`config.mk`:
```
export PLATFORM = sky130hd
export DESIGN_NAME = uart_cmd_decoder_flat
export DESIGN_NICKNAME = d
export VERILOG_FILES = /design/src/rtl/uart_cmd_decoder_pkg.sv /design/src/rtl/uart_cmd_decoder_if.sv /design/src/rtl/uart_cmd_decoder_hold_timer.sv /design/src/rtl/uart_cmd_decoder.sv /design/src/flat_wrapper.sv
export SDC_FILE = /design/constraint.sdc
export NUM_CORES = 1
export LEC_CHECK = 0
export BUFFER_PORTS_ARGS = -buffer_cell sky130_fd_sc_hd__buf_4
export CORE_MARGIN = 10
export CORE_UTILIZATION = 50
export CTS_BUF_LIST = sky130_fd_sc_hd__clkbuf_4
export DETAILED_ROUTE_END_ITERATION = 12
export PLACE_DENSITY = 0.67
export REMOVE_ABC_BUFFERS = 1
export SYNTH_ARGS = -nofsm -noshare
export SYNTH_HDL_FRONTEND = slang
export SYNTH_SLANG_ARGS = --single-unit
```
`constraint.sdc`:
```
create_clock -name i_Clock -period 3.7 [get_ports i_Clock]
set_input_delay 0.37 -clock i_Clock [delete_from_list [all_inputs] [get_ports i_Clock]]
set_output_delay 0.37 -clock i_Clock [all_outputs]
set_load 0.005 [all_outputs]
```
`src/rtl/uart_cmd_decoder_pkg.sv`:
```
// Shared constants for the Pong command decoder: packet bytes, command/argument codes and FSM encoding.
// Also provides small decode helpers that the top module uses.
package uart_cmd_decoder_pkg;

  localparam logic [7:0] SYNC_BYTE     = 8'hA5;

  localparam logic [7:0] CMD_P1_MOVE   = 8'h01;
  localparam logic [7:0] CMD_P2_MOVE   = 8'h02;
  localparam logic [7:0] CMD_START     = 8'h10;
  localparam logic [7:0] CMD_PAUSE     = 8'h11;
  localparam logic [7:0] CMD_SCORE_CLR = 8'h12;

  localparam logic [7:0] ARG_STOP      = 8'h00;
  localparam logic [7:0] ARG_UP        = 8'h01;
  localparam logic [7:0] ARG_DOWN      = 8'h02;

  typedef enum logic [2:0] {
    ST_IDLE    = 3'd0,
    ST_GET_CMD = 3'd1,
    ST_GET_ARG = 3'd2,
    ST_GET_SUM = 3'd3,
    ST_EXEC    = 3'd4
  } state_e;

  function automatic logic [7:0] pkt_sum(input logic [7:0] cmd, input logic [7:0] arg);
    return cmd + arg;
  endfunction

  function automatic logic [7:0] sat_inc(input logic [7:0] value);
    return (value == 8'hFF) ? 8'hFF : value + 8'd1;
  endfunction

  // Returns {up, dn}; anything other than up/down reads as stop.
  function automatic logic [1:0] move_levels(input logic [7:0] arg);
    case (arg)
      ARG_UP:   return 2'b10;
      ARG_DOWN: return 2'b01;
      default:  return 2'b00;
    endcase
  endfunction

endpackage

```
`src/rtl/uart_cmd_decoder_if.sv`:
```
// Byte stream handshake between the UART receiver (master) and the command decoder (slave).
interface uart_cmd_decoder_if;
  logic       i_RX_DV;
  logic [7:0] i_RX_Byte;

  modport master (output i_RX_DV, output i_RX_Byte);
  modport slave  (input  i_RX_DV, input  i_RX_Byte);
endinterface

```
`src/rtl/uart_cmd_decoder_hold_timer.sv`:
```
// paddle_hold_timer: counts from the last reload and emits a one-cycle registered expire pulse
// timed so that the paddle levels drop HOLD_CLKS-1 clocks after they were loaded.
module paddle_hold_timer #(
  parameter int HOLD_CLKS = 2500000
) (
  input  logic clk_i,
  input  logic rst_ni,
  input  logic reload_i,
  output logic expire_o
);

  localparam int              CNT_W     = $clog2(HOLD_CLKS);
  localparam logic [CNT_W-1:0] HOLD_LAST = CNT_W'(HOLD_CLKS - 2);
  localparam logic [CNT_W-1:0] HOLD_PRE  = CNT_W'(HOLD_CLKS - 3);

  logic [CNT_W-1:0] cnt_q, cnt_d;
  logic             run_q, run_d;
  logic             expire_q, expire_d;

  // Expire is pre-decoded one count early so the pulse leaves a flop.
  always_comb begin
    cnt_d    = '0;
    run_d    = 1'b0;
    expire_d = 1'b0;
    if (reload_i) begin
      run_d = 1'b1;
    end else if (run_q) begin
      if (cnt_q == HOLD_LAST) begin
        run_d = 1'b0;
      end else begin
        run_d    = 1'b1;
        cnt_d    = cnt_q + CNT_W'(1);
        expire_d = (cnt_q == HOLD_PRE);
      end
    end else begin
      run_d = 1'b0;
    end
  end

  always_ff @(posedge clk_i or negedge rst_ni) begin
    if (!rst_ni) begin
      cnt_q    <= '0;
      run_q    <= 1'b0;
      expire_q <= 1'b0;
    end else begin
      cnt_q    <= cnt_d;
      run_q    <= run_d;
      expire_q <= expire_d;
    end
  end

  assign expire_o = expire_q;

endmodule

```
`src/rtl/uart_cmd_decoder.sv`:
```
// Frames UART bytes into SYNC/CMD/ARG/SUM packets and drives paddle levels, control pulses
// and a saturating reject counter for the Pong game logic.
module uart_cmd_decoder
  import uart_cmd_decoder_pkg::*;
#(
  parameter int CLKS_PER_BIT = 217,
  parameter int TIMEOUT_CLKS = 10 * CLKS_PER_BIT * 4,
  parameter int HOLD_CLKS    = 2500000
) (
  input  logic                 i_Clock,
  input  logic                 i_Rst_L,
  uart_cmd_decoder_if.slave    rx,
  output logic                 o_P1_Up,
  output logic                 o_P1_Dn,
  output logic                 o_P2_Up,
  output logic                 o_P2_Dn,
  output logic                 o_Start,
  output logic                 o_Pause,
  output logic                 o_Score_Clr,
  output logic [7:0]           o_Err_Count
);

  localparam int               TMO_W    = $clog2(TIMEOUT_CLKS);
  localparam logic [TMO_W-1:0] TMO_LAST = TMO_W'(TIMEOUT_CLKS - 1);

  state_e           state_q, state_d;
  logic [7:0]       cmd_q, cmd_d, arg_q, arg_d, sum_q, sum_d;
  logic [TMO_W-1:0] tmo_q, tmo_d;
  logic [7:0]       err_q, err_d;
  logic             p1_up_q, p1_up_d, p1_dn_q, p1_dn_d;
  logic             p2_up_q, p2_up_d, p2_dn_q, p2_dn_d;
  logic             start_q, start_d, pause_q, pause_d, clr_q, clr_d;
  logic             p1_reload_s, p2_reload_s, p1_expire_s, p2_expire_s;
  logic             move_cmd_s, cmd_known_s, pkt_ok_s;

  assign move_cmd_s  = (cmd_q == CMD_P1_MOVE) || (cmd_q == CMD_P2_MOVE);
  assign cmd_known_s = move_cmd_s || (cmd_q == CMD_START) || (cmd_q == CMD_PAUSE) ||
                       (cmd_q == CMD_SCORE_CLR);
  assign pkt_ok_s    = (pkt_sum(cmd_q, arg_q) == sum_q) && cmd_known_s &&
                       !(move_cmd_s && (arg_q > ARG_DOWN));

  // Expiry is applied first so a move executed in the same cycle overrides it.
  always_comb begin
    state_d     = state_q;
    cmd_d       = cmd_q;
    arg_d       = arg_q;
    sum_d       = sum_q;
    tmo_d       = '0;
    err_d       = err_q;
    p1_up_d     = p1_up_q;
    p1_dn_d     = p1_dn_q;
    p2_up_d     = p2_up_q;
    p2_dn_d     = p2_dn_q;
    start_d     = 1'b0;
    pause_d     = 1'b0;
    clr_d       = 1'b0;
    p1_reload_s = 1'b0;
    p2_reload_s = 1'b0;

    if (p1_expire_s) begin
      p1_up_d = 1'b0;
      p1_dn_d = 1'b0;
    end else begin
      p1_up_d = p1_up_q;
    end
    if (p2_expire_s) begin
      p2_up_d = 1'b0;
      p2_dn_d = 1'b0;
    end else begin
      p2_up_d = p2_up_q;
    end

    case (state_q)
      ST_IDLE: begin
        if (rx.i_RX_DV && (rx.i_RX_Byte == SYNC_BYTE)) begin
          state_d = ST_GET_CMD;
        end else begin
          state_d = ST_IDLE;
        end
      end
      ST_GET_CMD, ST_GET_ARG, ST_GET_SUM: begin
        if (rx.i_RX_DV) begin
          if (state_q == ST_GET_CMD) begin
            cmd_d   = rx.i_RX_Byte;
            state_d = ST_GET_ARG;
          end else if (state_q == ST_GET_ARG) begin
            arg_d   = rx.i_RX_Byte;
            state_d = ST_GET_SUM;
          end else begin
            sum_d   = rx.i_RX_Byte;
            state_d = ST_EXEC;
          end
        end else if (tmo_q == TMO_LAST) begin
          state_d = ST_IDLE;
          err_d   = sat_inc(err_q);
        end else begin
          tmo_d = tmo_q + TMO_W'(1);
        end
      end
      ST_EXEC: begin
        state_d = ST_IDLE;
        if (!pkt_ok_s) begin
          err_d = sat_inc(err_q);
        end else begin
          case (cmd_q)
            CMD_P1_MOVE: begin
              p1_reload_s        = 1'b1;
              {p1_up_d, p1_dn_d} = move_levels(arg_q);
            end
            CMD_P2_MOVE: begin
              p2_reload_s        = 1'b1;
              {p2_up_d, p2_dn_d} = move_levels(arg_q);
            end
            CMD_START:     start_d = 1'b1;
            CMD_PAUSE:     pause_d = 1'b1;
            CMD_SCORE_CLR: clr_d   = 1'b1;
            default:       err_d   = err_q;
          endcase
        end
      end
      default: state_d = ST_IDLE;
    endcase
  end

  // State, packet fields, counters and all output flops.
  always_ff @(posedge i_Clock or negedge i_Rst_L) begin
    if (!i_Rst_L) begin
      state_q <= ST_IDLE;
      cmd_q   <= 8'h00;
      arg_q   <= 8'h00;
      sum_q   <= 8'h00;
      tmo_q   <= '0;
      err_q   <= 8'h00;
      p1_up_q <= 1'b0;
      p1_dn_q <= 1'b0;
      p2_up_q <= 1'b0;
      p2_dn_q <= 1'b0;
      start_q <= 1'b0;
      pause_q <= 1'b0;
      clr_q   <= 1'b0;
    end else begin
      state_q <= state_d;
      cmd_q   <= cmd_d;
      arg_q   <= arg_d;
      sum_q   <= sum_d;
      tmo_q   <= tmo_d;
      err_q   <= err_d;
      p1_up_q <= p1_up_d;
      p1_dn_q <= p1_dn_d;
      p2_up_q <= p2_up_d;
      p2_dn_q <= p2_dn_d;
      start_q <= start_d;
      pause_q <= pause_d;
      clr_q   <= clr_d;
    end
  end

  paddle_hold_timer #(.HOLD_CLKS(HOLD_CLKS)) u_p1_hold (
    .clk_i    (i_Clock),
    .rst_ni   (i_Rst_L),
    .reload_i (p1_reload_s),
    .expire_o (p1_expire_s)
  );

  paddle_hold_timer #(.HOLD_CLKS(HOLD_CLKS)) u_p2_hold (
    .clk_i    (i_Clock),
    .rst_ni   (i_Rst_L),
    .reload_i (p2_reload_s),
    .expire_o (p2_expire_s)
  );

  assign o_P1_Up     = p1_up_q;
  assign o_P1_Dn     = p1_dn_q;
  assign o_P2_Up     = p2_up_q;
  assign o_P2_Dn     = p2_dn_q;
  assign o_Start     = start_q;
  assign o_Pause     = pause_q;
  assign o_Score_Clr = clr_q;
  assign o_Err_Count = err_q;

endmodule

```
`src/flat_wrapper.sv`:
```
// flat-port wrapper written by rule: the top's interface ports become plain ports
module uart_cmd_decoder_flat import uart_cmd_decoder_pkg::*;
#(
  parameter int CLKS_PER_BIT = 217,
  parameter int TIMEOUT_CLKS = 10 * CLKS_PER_BIT * 4,
  parameter int HOLD_CLKS    = 2500000
)
  (i_Clock, i_Rst_L, o_P1_Up, o_P1_Dn, o_P2_Up, o_P2_Dn, o_Start, o_Pause, o_Score_Clr, o_Err_Count, rx_i_RX_DV, rx_i_RX_Byte);
  uart_cmd_decoder_if rx_i ();
  input  logic i_Clock;
  input  logic i_Rst_L;
  output logic o_P1_Up;
  output logic o_P1_Dn;
  output logic o_P2_Up;
  output logic o_P2_Dn;
  output logic o_Start;
  output logic o_Pause;
  output logic o_Score_Clr;
  output logic [7:0] o_Err_Count;
  input wire logic [$bits(rx_i.i_RX_DV)-1:0] rx_i_RX_DV;
  input wire logic [$bits(rx_i.i_RX_Byte)-1:0] rx_i_RX_Byte;
  assign rx_i.i_RX_DV = rx_i_RX_DV;
  assign rx_i.i_RX_Byte = rx_i_RX_Byte;
  uart_cmd_decoder #(.CLKS_PER_BIT(CLKS_PER_BIT), .TIMEOUT_CLKS(TIMEOUT_CLKS), .HOLD_CLKS(HOLD_CLKS)) u_core (.i_Clock(i_Clock), .i_Rst_L(i_Rst_L), .rx(rx_i), .o_P1_Up(o_P1_Up), .o_P1_Dn(o_P1_Dn), .o_P2_Up(o_P2_Up), .o_P2_Dn(o_P2_Dn), .o_Start(o_Start), .o_Pause(o_Pause), .o_Score_Clr(o_Score_Clr), .o_Err_Count(o_Err_Count));
endmodule
```
# == After elaboration in Yosys (flattened, before gate mapping) ==
# Cells that the tools add are included.
# word_totals
word_cells,130
out_inout_bits,15
ff_bits,104
# classes
eq_ne,23
bitwise_logic,2
reduce_logical,16
addsub,5
mux,64
n_lt_le_gt_ge,1
# op_table
op,n
22-bit two-way mux,6
"22-bit == test, second input constant",4
"22-bit by 1-bit adder with 22-bit output, second input constant",2
1-bit two-way mux,44
14-bit two-way mux,3
8-bit two-way mux,4
"8-bit by 5-bit == test with 1-bit output, second input constant",3
"8-bit by 1-bit == test with 1-bit output, second input constant",2
"8-bit by 2-bit == test with 1-bit output, second input constant",2
"8-bit == test, second input constant",2
8-bit one-hot mux with 2 select lines,1
"14-bit by 1-bit adder with 14-bit output, second input constant",1
"14-bit == test, second input constant",1
3-bit two-way mux,4
4-bit AND reduction,3
"8-bit by 1-bit adder with 8-bit output, second input constant",1
8-bit adder,1
8-bit == test,1
"8-bit by 2-bit > comparator with 1-bit output, second input constant",1
"3-bit by 2-bit == test with 1-bit output, second input constant",2
3-bit one-hot mux with 2 select lines,1
1-bit logical AND,4
1-bit logical OR,4
"2-bit != test, second input constant",2
11 further kinds,12

# == Logic depth before layout (Yosys ltp) ==
# logic_depth
depth_word,10
mapped_depth,11
depth_no_buf,9

# == By module ==
# A second synthesis with hierarchy kept.
# hier_totals
cells_unflattened,538
area_unflattened_um2,5496.5
# by_module_without_submodules
module,area_each_um2,cells_each,instances
uart_cmd_decoder,2944.1,282,1
paddle_hold_timer,1276.2,128,2

# == Worst setup path after synthesis ==
# Ideal clock, no wire load.
# synth_timing
path_type,register -> register
startpoint,register u_core.arg_q[1]
endpoint,register u_core.err_q[4] (netlist: u_core.o_Err_Count[4])
required_time_ps,3573
t_arrival_ps,2615
path_stages_with_launch,10
slack_ps,958
period_less_slack_ps,2742
cell_sequence,dfrtp_1 -> ha_1 -> a211oi_1 -> o21ai_0 -> a311oi_1 -> nor3b_1 -> o2111ai_1 -> buf_2 -> and3_1 -> mux2_1
# synth_via
elab_chain_cells,6
elab_cells_between_ends,9
cone_classes,1 x add/sub; 1 x order compare; 2 x eq/ne; 5 x reduce/logical
# synth_rtl
item,line,text
start: declaration,uart_cmd_decoder.sv:27,"logic [7:0] cmd_q, cmd_d, arg_q, arg_d, sum_q, sum_d;"
start signal: assignment,uart_cmd_decoder.sv:144,arg_q <= arg_d;
8-bit adder or 8-bit by 2-bit > comparator with 1-bit output (tied branches),"uart_cmd_decoder_pkg.sv:26, uart_cmd_decoder.sv:40",
8-bit == test or 1-bit logical AND (tied branches),"uart_cmd_decoder.sv:39, uart_cmd_decoder.sv:40",
1-bit logical AND or 1-bit logical NOT (tied branches),"uart_cmd_decoder.sv:39, uart_cmd_decoder.sv:40",
1-bit logical AND (*),uart_cmd_decoder.sv:39,"assign pkt_ok_s = (pkt_sum(cmd_q, arg_q) == sum_q) && cmd_known_s &&"
2-bit != test (no line) (*),--,
4-bit AND reduction (no line) (*),--,
end signal: assignment,uart_cmd_decoder.sv:147,err_q <= err_d;
end: declaration,uart_cmd_decoder.sv:29,"logic [7:0] err_q, err_d;"
# Mark *: on every way between the ends. The rest lies on a longest branch, timed or not.
# A chain may end at the register's enable or synchronous reset.

# == Worst setup path after layout ==
# layout_timing
startpoint,register u_core.cmd_q[0]
endpoint,register u_core.err_q[4] (netlist: u_core.o_Err_Count[4])
# layout_via
elab_chain_cells,9
elab_cells_between_ends,17
cone_classes,1 x add/sub; 7 x eq/ne; 9 x reduce/logical
# layout_rtl
item,line,text
start: declaration,uart_cmd_decoder.sv:27,
start signal: assignment,uart_cmd_decoder.sv:143,cmd_q <= cmd_d;
branches (longest 6 deep; another with 8-bit adder),--,
1-bit logical AND (*),uart_cmd_decoder.sv:39,
2-bit != test (no line) (*),--,
4-bit AND reduction (no line) (*),--,
# Mark *: on every way between the ends.

==> results.md <==
- R2R setup slack: 330 ps
- Clock tree from TritonCTS: yes
- CTS H-tree lvls: 3
- Area of the core: a little over 10000 um2
- Final WL: 10860 um
- Count of yosys warnings during synthesis: 0
- Count of routing violations after the opening detailed-route iteration: ~230
- DRC errors left: 0
- Post-Layout Cell Count: roughly 700
- CP Data Required Time: 4060 ps
- Maximum frequency from static timing analysis: just under 300 MHz
- Via count of the first global-routing pass: 3835
- Peak supply drop: 0.4359 mV
- Most frequent standard cell in the layout excluding fill and tap cells: sky130_fd_sc_hd__dfrtp_1
- Clock slew seen by the registers of the worst setup and hold paths: 150 ps
- R2r startpoint: u_core.cmd_q[0]
- Count of boundary I/O pins: 26
- Primary flip-flop cell chosen by synthesis mapping: sky130_fd_sc_hd__dfrtp_1
- Final critical delay including setup and external delays: ~3400 ps
- Initial core utilization: 0.5146
- Clock insertion delay at the later pin of the skew report: 470 ps
- Result of the run: finished, final reports clean
- Delay of the slowest critical-path stage: 620 ps
- Crit-path max FO: 9
- PostCTS Resize Cnt: 0
- Remaining global-route overflow: 0
- Metal3 WL: 342 um
- Total via count in the routed design: 3881
- Final RePlAce weighted congestion: 0.8824
- Path type of the worst min-delay path: input pin to register
- Number of setup violations in the final report: 0
- Worst Hold End: u_core.sum_q[3]
- Cell taking the most area after synthesis: sky130_fd_sc_hd__dfrtp_1
- Worst setup timing slack at the placement stage: 365.3 ps
- Final hold violation count: 0
- Series of cell instances along the critical path: ha_1 > fa_1 > a211oi_1 > nor4bb_1 > a211o_1 > o2111ai_1 > and3_1 > mux2_1
- Final Skew: 16.44 ps
- Routed wirelength normalized by instance count: about 15 um
- Transition time of the tightest slew-check pin: 858.6 ps
- Worst Hold Depth: 3
- R2R Path End: u_core.o_Err_Count[4]
- Post-CTS setup buffers: 0
- DP Cell Count: 685
- Area of the mapped netlist: 5313 um2
- Top library cells by usage in the layout, fill and taps aside: sky130_fd_sc_hd__dfrtp_1, sky130_fd_sc_hd__nor2_1, sky130_fd_sc_hd__nand2_1, sky130_fd_sc_hd__xnor2_1, sky130_fd_sc_hd__buf_4
- Height of the die: 123.1 um
- Net total in the final layout: between 500 and 600
- Kind of cell with the highest combined delay on the critical path: compound AO/OA/AOI/OAI gates
- Fraction of layout instances using a drive strength above 1: 0.1150
- Number of slew-limit violations in the final report: 0
- Largest net degree at the start of global routing: 47
- Initial DRT Pass Iterations: 4
- Critical path startpoint category: register
- Post-route antenna net violation count: 0
- Antenna violations before repair: 0
- Element type at the critical path end: register
- HPWL after DPL: roughly 7800 um
- Share of synthesized registers carrying an async set or reset: 1.000
- Syn_area_per_cell: approximately 10 um2
- Fillcell total: about 940
- Slew margin rel.: 0.4223
- Global-route wire length before repair: around 18000 um
- Die area: 15150 um2
- Uppermost signal routing layer after detailed routing: met4
- Overall global routing resource usage: 0.1509
- Bufs and invs on worst path: 0
- Register-to-Register Path Depth: 8
- Synth top area cells: sky130_fd_sc_hd__dfrtp_1, sky130_fd_sc_hd__nor2_1, sky130_fd_sc_hd__xnor2_1, sky130_fd_sc_hd__xor2_1, sky130_fd_sc_hd__nand2_1
- Final critical-path share of the clock period: 0.9112
- Number of maximum-capacitance constraint violations: 0
- Power per unit of standard cell area: 527.8 nW/um2
- Quantity of I/O buffers inserted on ports: 25
- Synth top area share: 0.4899
- Critical Path AT: between 3000 and 4000 ps
- DR vias/cell: 5.536
- Root buffer selected by CTS: sky130_fd_sc_hd__clkbuf_4
- Distinct cells, synth: 53
- Met1 wire length: approximately 5200 um
- Sequential cell area fraction in the yosys report: 0.4899
- Maximum buffer depth of the clock tree: 2
- Num rows: 37
- Number of buffers inserted by hold repair at cts: 1
- Hold Startpoint: rx_i_RX_Byte[3]
- Logic depth of the worst path, buffers included: 8
- DIE WIDTH: about 120 um
- Total number of clock tree sinks: 104
- Gate count after technology mapping: 530
- Wire length on met2: 5132 um
- Number of synthesized register bits: roughly 100
- Post-synthesis to final-layout area growth: 9.185%
- Clock buffers created by TritonCTS: 9
- Antenna cells: 0
- Total negative slack: 0 ps
- Count of flip-flops with a built-in enable after synthesis: 0
- RSZ-0062 raised after global routing: false
- Type of the worst setup path: register to register
- Critical-path cell with the highest stage delay: sky130_fd_sc_hd__o2111ai_1
- Leakage: 2.507 nW
- Crit path setup slack, layout: roughly 330 ps
kinds of logic (layout without fill, tap and decap cells):
logic type                 count (synthesis)  in the layout  share of synthesized area
AOI/OAI and AO/OA                         37             37                    0.05040
adders and majority gates                 16             16                    0.03910
muxes                                     23             23                    0.04757
DFF                                      104            104                     0.4899
xor gates and xnor gates                  63             63                     0.1065
buffers and inverters                     27             62                    0.02025
and+or+nand+nor                          260            260                     0.2464
Yosys cell counts, drive strengths merged (6+ instances only):
master  instances
nor3           16
dfrtp         104
nand3          24
xor2           28
xnor2          34
nor4bb          7
inv            12
nand2          55
nor2           87
nand4          17
and3           16
clkbuf          8
ha             15
mux2           18
buf             6
o21ai           7
nor4b           7
how the worst max path moves through the flow:
stage / startpoint / slack, ps / to
floorplan: u_core.cmd_q[0] / 370 / u_core.u_p2_hold.cnt_q[10]
global placement: u_core.cmd_q[0] / 510 / u_core.o_Err_Count[5]
detailed placement: u_core.cmd_q[0] / 370 / u_core.o_Err_Count[4]
CTS: u_core.cmd_q[0] / 320 / u_core.o_Err_Count[4]
global route: u_core.cmd_q[0] / 170 / u_core.o_Err_Count[4]
finish: u_core.cmd_q[0] / 330 / u_core.o_Err_Count[4]
routing by layer:
metal  GRT usage  vias up
met5           0        -
met3     0.04193       19
met1      0.1952     1910
li1            -     1898
met2      0.2386       54
met4     0.05313        0
through the flow:
step / power (mW) / hold WS (ps) / utilization / area (um2)
2_1_floorplan: 2.204 / 74.41 / - / 5254
3_3_place_gp: 2.467 / 413.8 / 0.5494 / 5672
3_5_place_dp: 2.503 / 421.8 / 0.5494 / 5672
4_1_cts: 3.084 / 73.82 / 0.5619 / 5801
5_1_grt: 3.264 / 69.79 / 0.5619 / 5801
6_report: 3.062 / 110.5 / 0.5619 / 5801
where the power goes:
group          total (mW)  internal [mW]  switching, mW  leakage (nW)
Clock               0.550          0.194          0.356        0.0681
Combinational        1.06          0.504          0.553          1.03
Sequential           1.45           1.27          0.186          1.41
final cells by class:
type | count | area, um2 | share of cell area
inverters | 13 | 48.80 | 0.008412
well taps | 136 | 170.2 | 0.02934
clock inverters | 6 | 51.30 | 0.008844
flip-flops and latches | 104 | 2603 | 0.4487
multi-input cells | 399 | 2603 | 0.4487
repair buffers | 34 | 257.7 | 0.04443
clock buffers | 9 | 67.56 | 0.01165
worst register-to-register path, delay by kind of cell, from the launching register on:
| kind | cells | cell delay [ps] |
|---|---|---|
| AOI/OAI and AO/OA | 3 | 1350 |
| adders and majority gates | 2 | 660 |
| DFF | 1 | 520 |
| and+or+nand+nor | 2 | 400 |
| muxes | 1 | 320 |
state kept, by name (all words and copies together) (netlist names), 3 cells and up:
signal                  flops
u_core.tmo_q               14
u_core.u_p1_hold.cnt_q     22
u_core.state_q              3
u_core.sum_q                8
u_core.arg_q                8
u_core.o_Err_Count          8
u_core.u_p2_hold.cnt_q     22
u_core.cmd_q                8
Note: power is estimated with default switching activity, not from simulation.
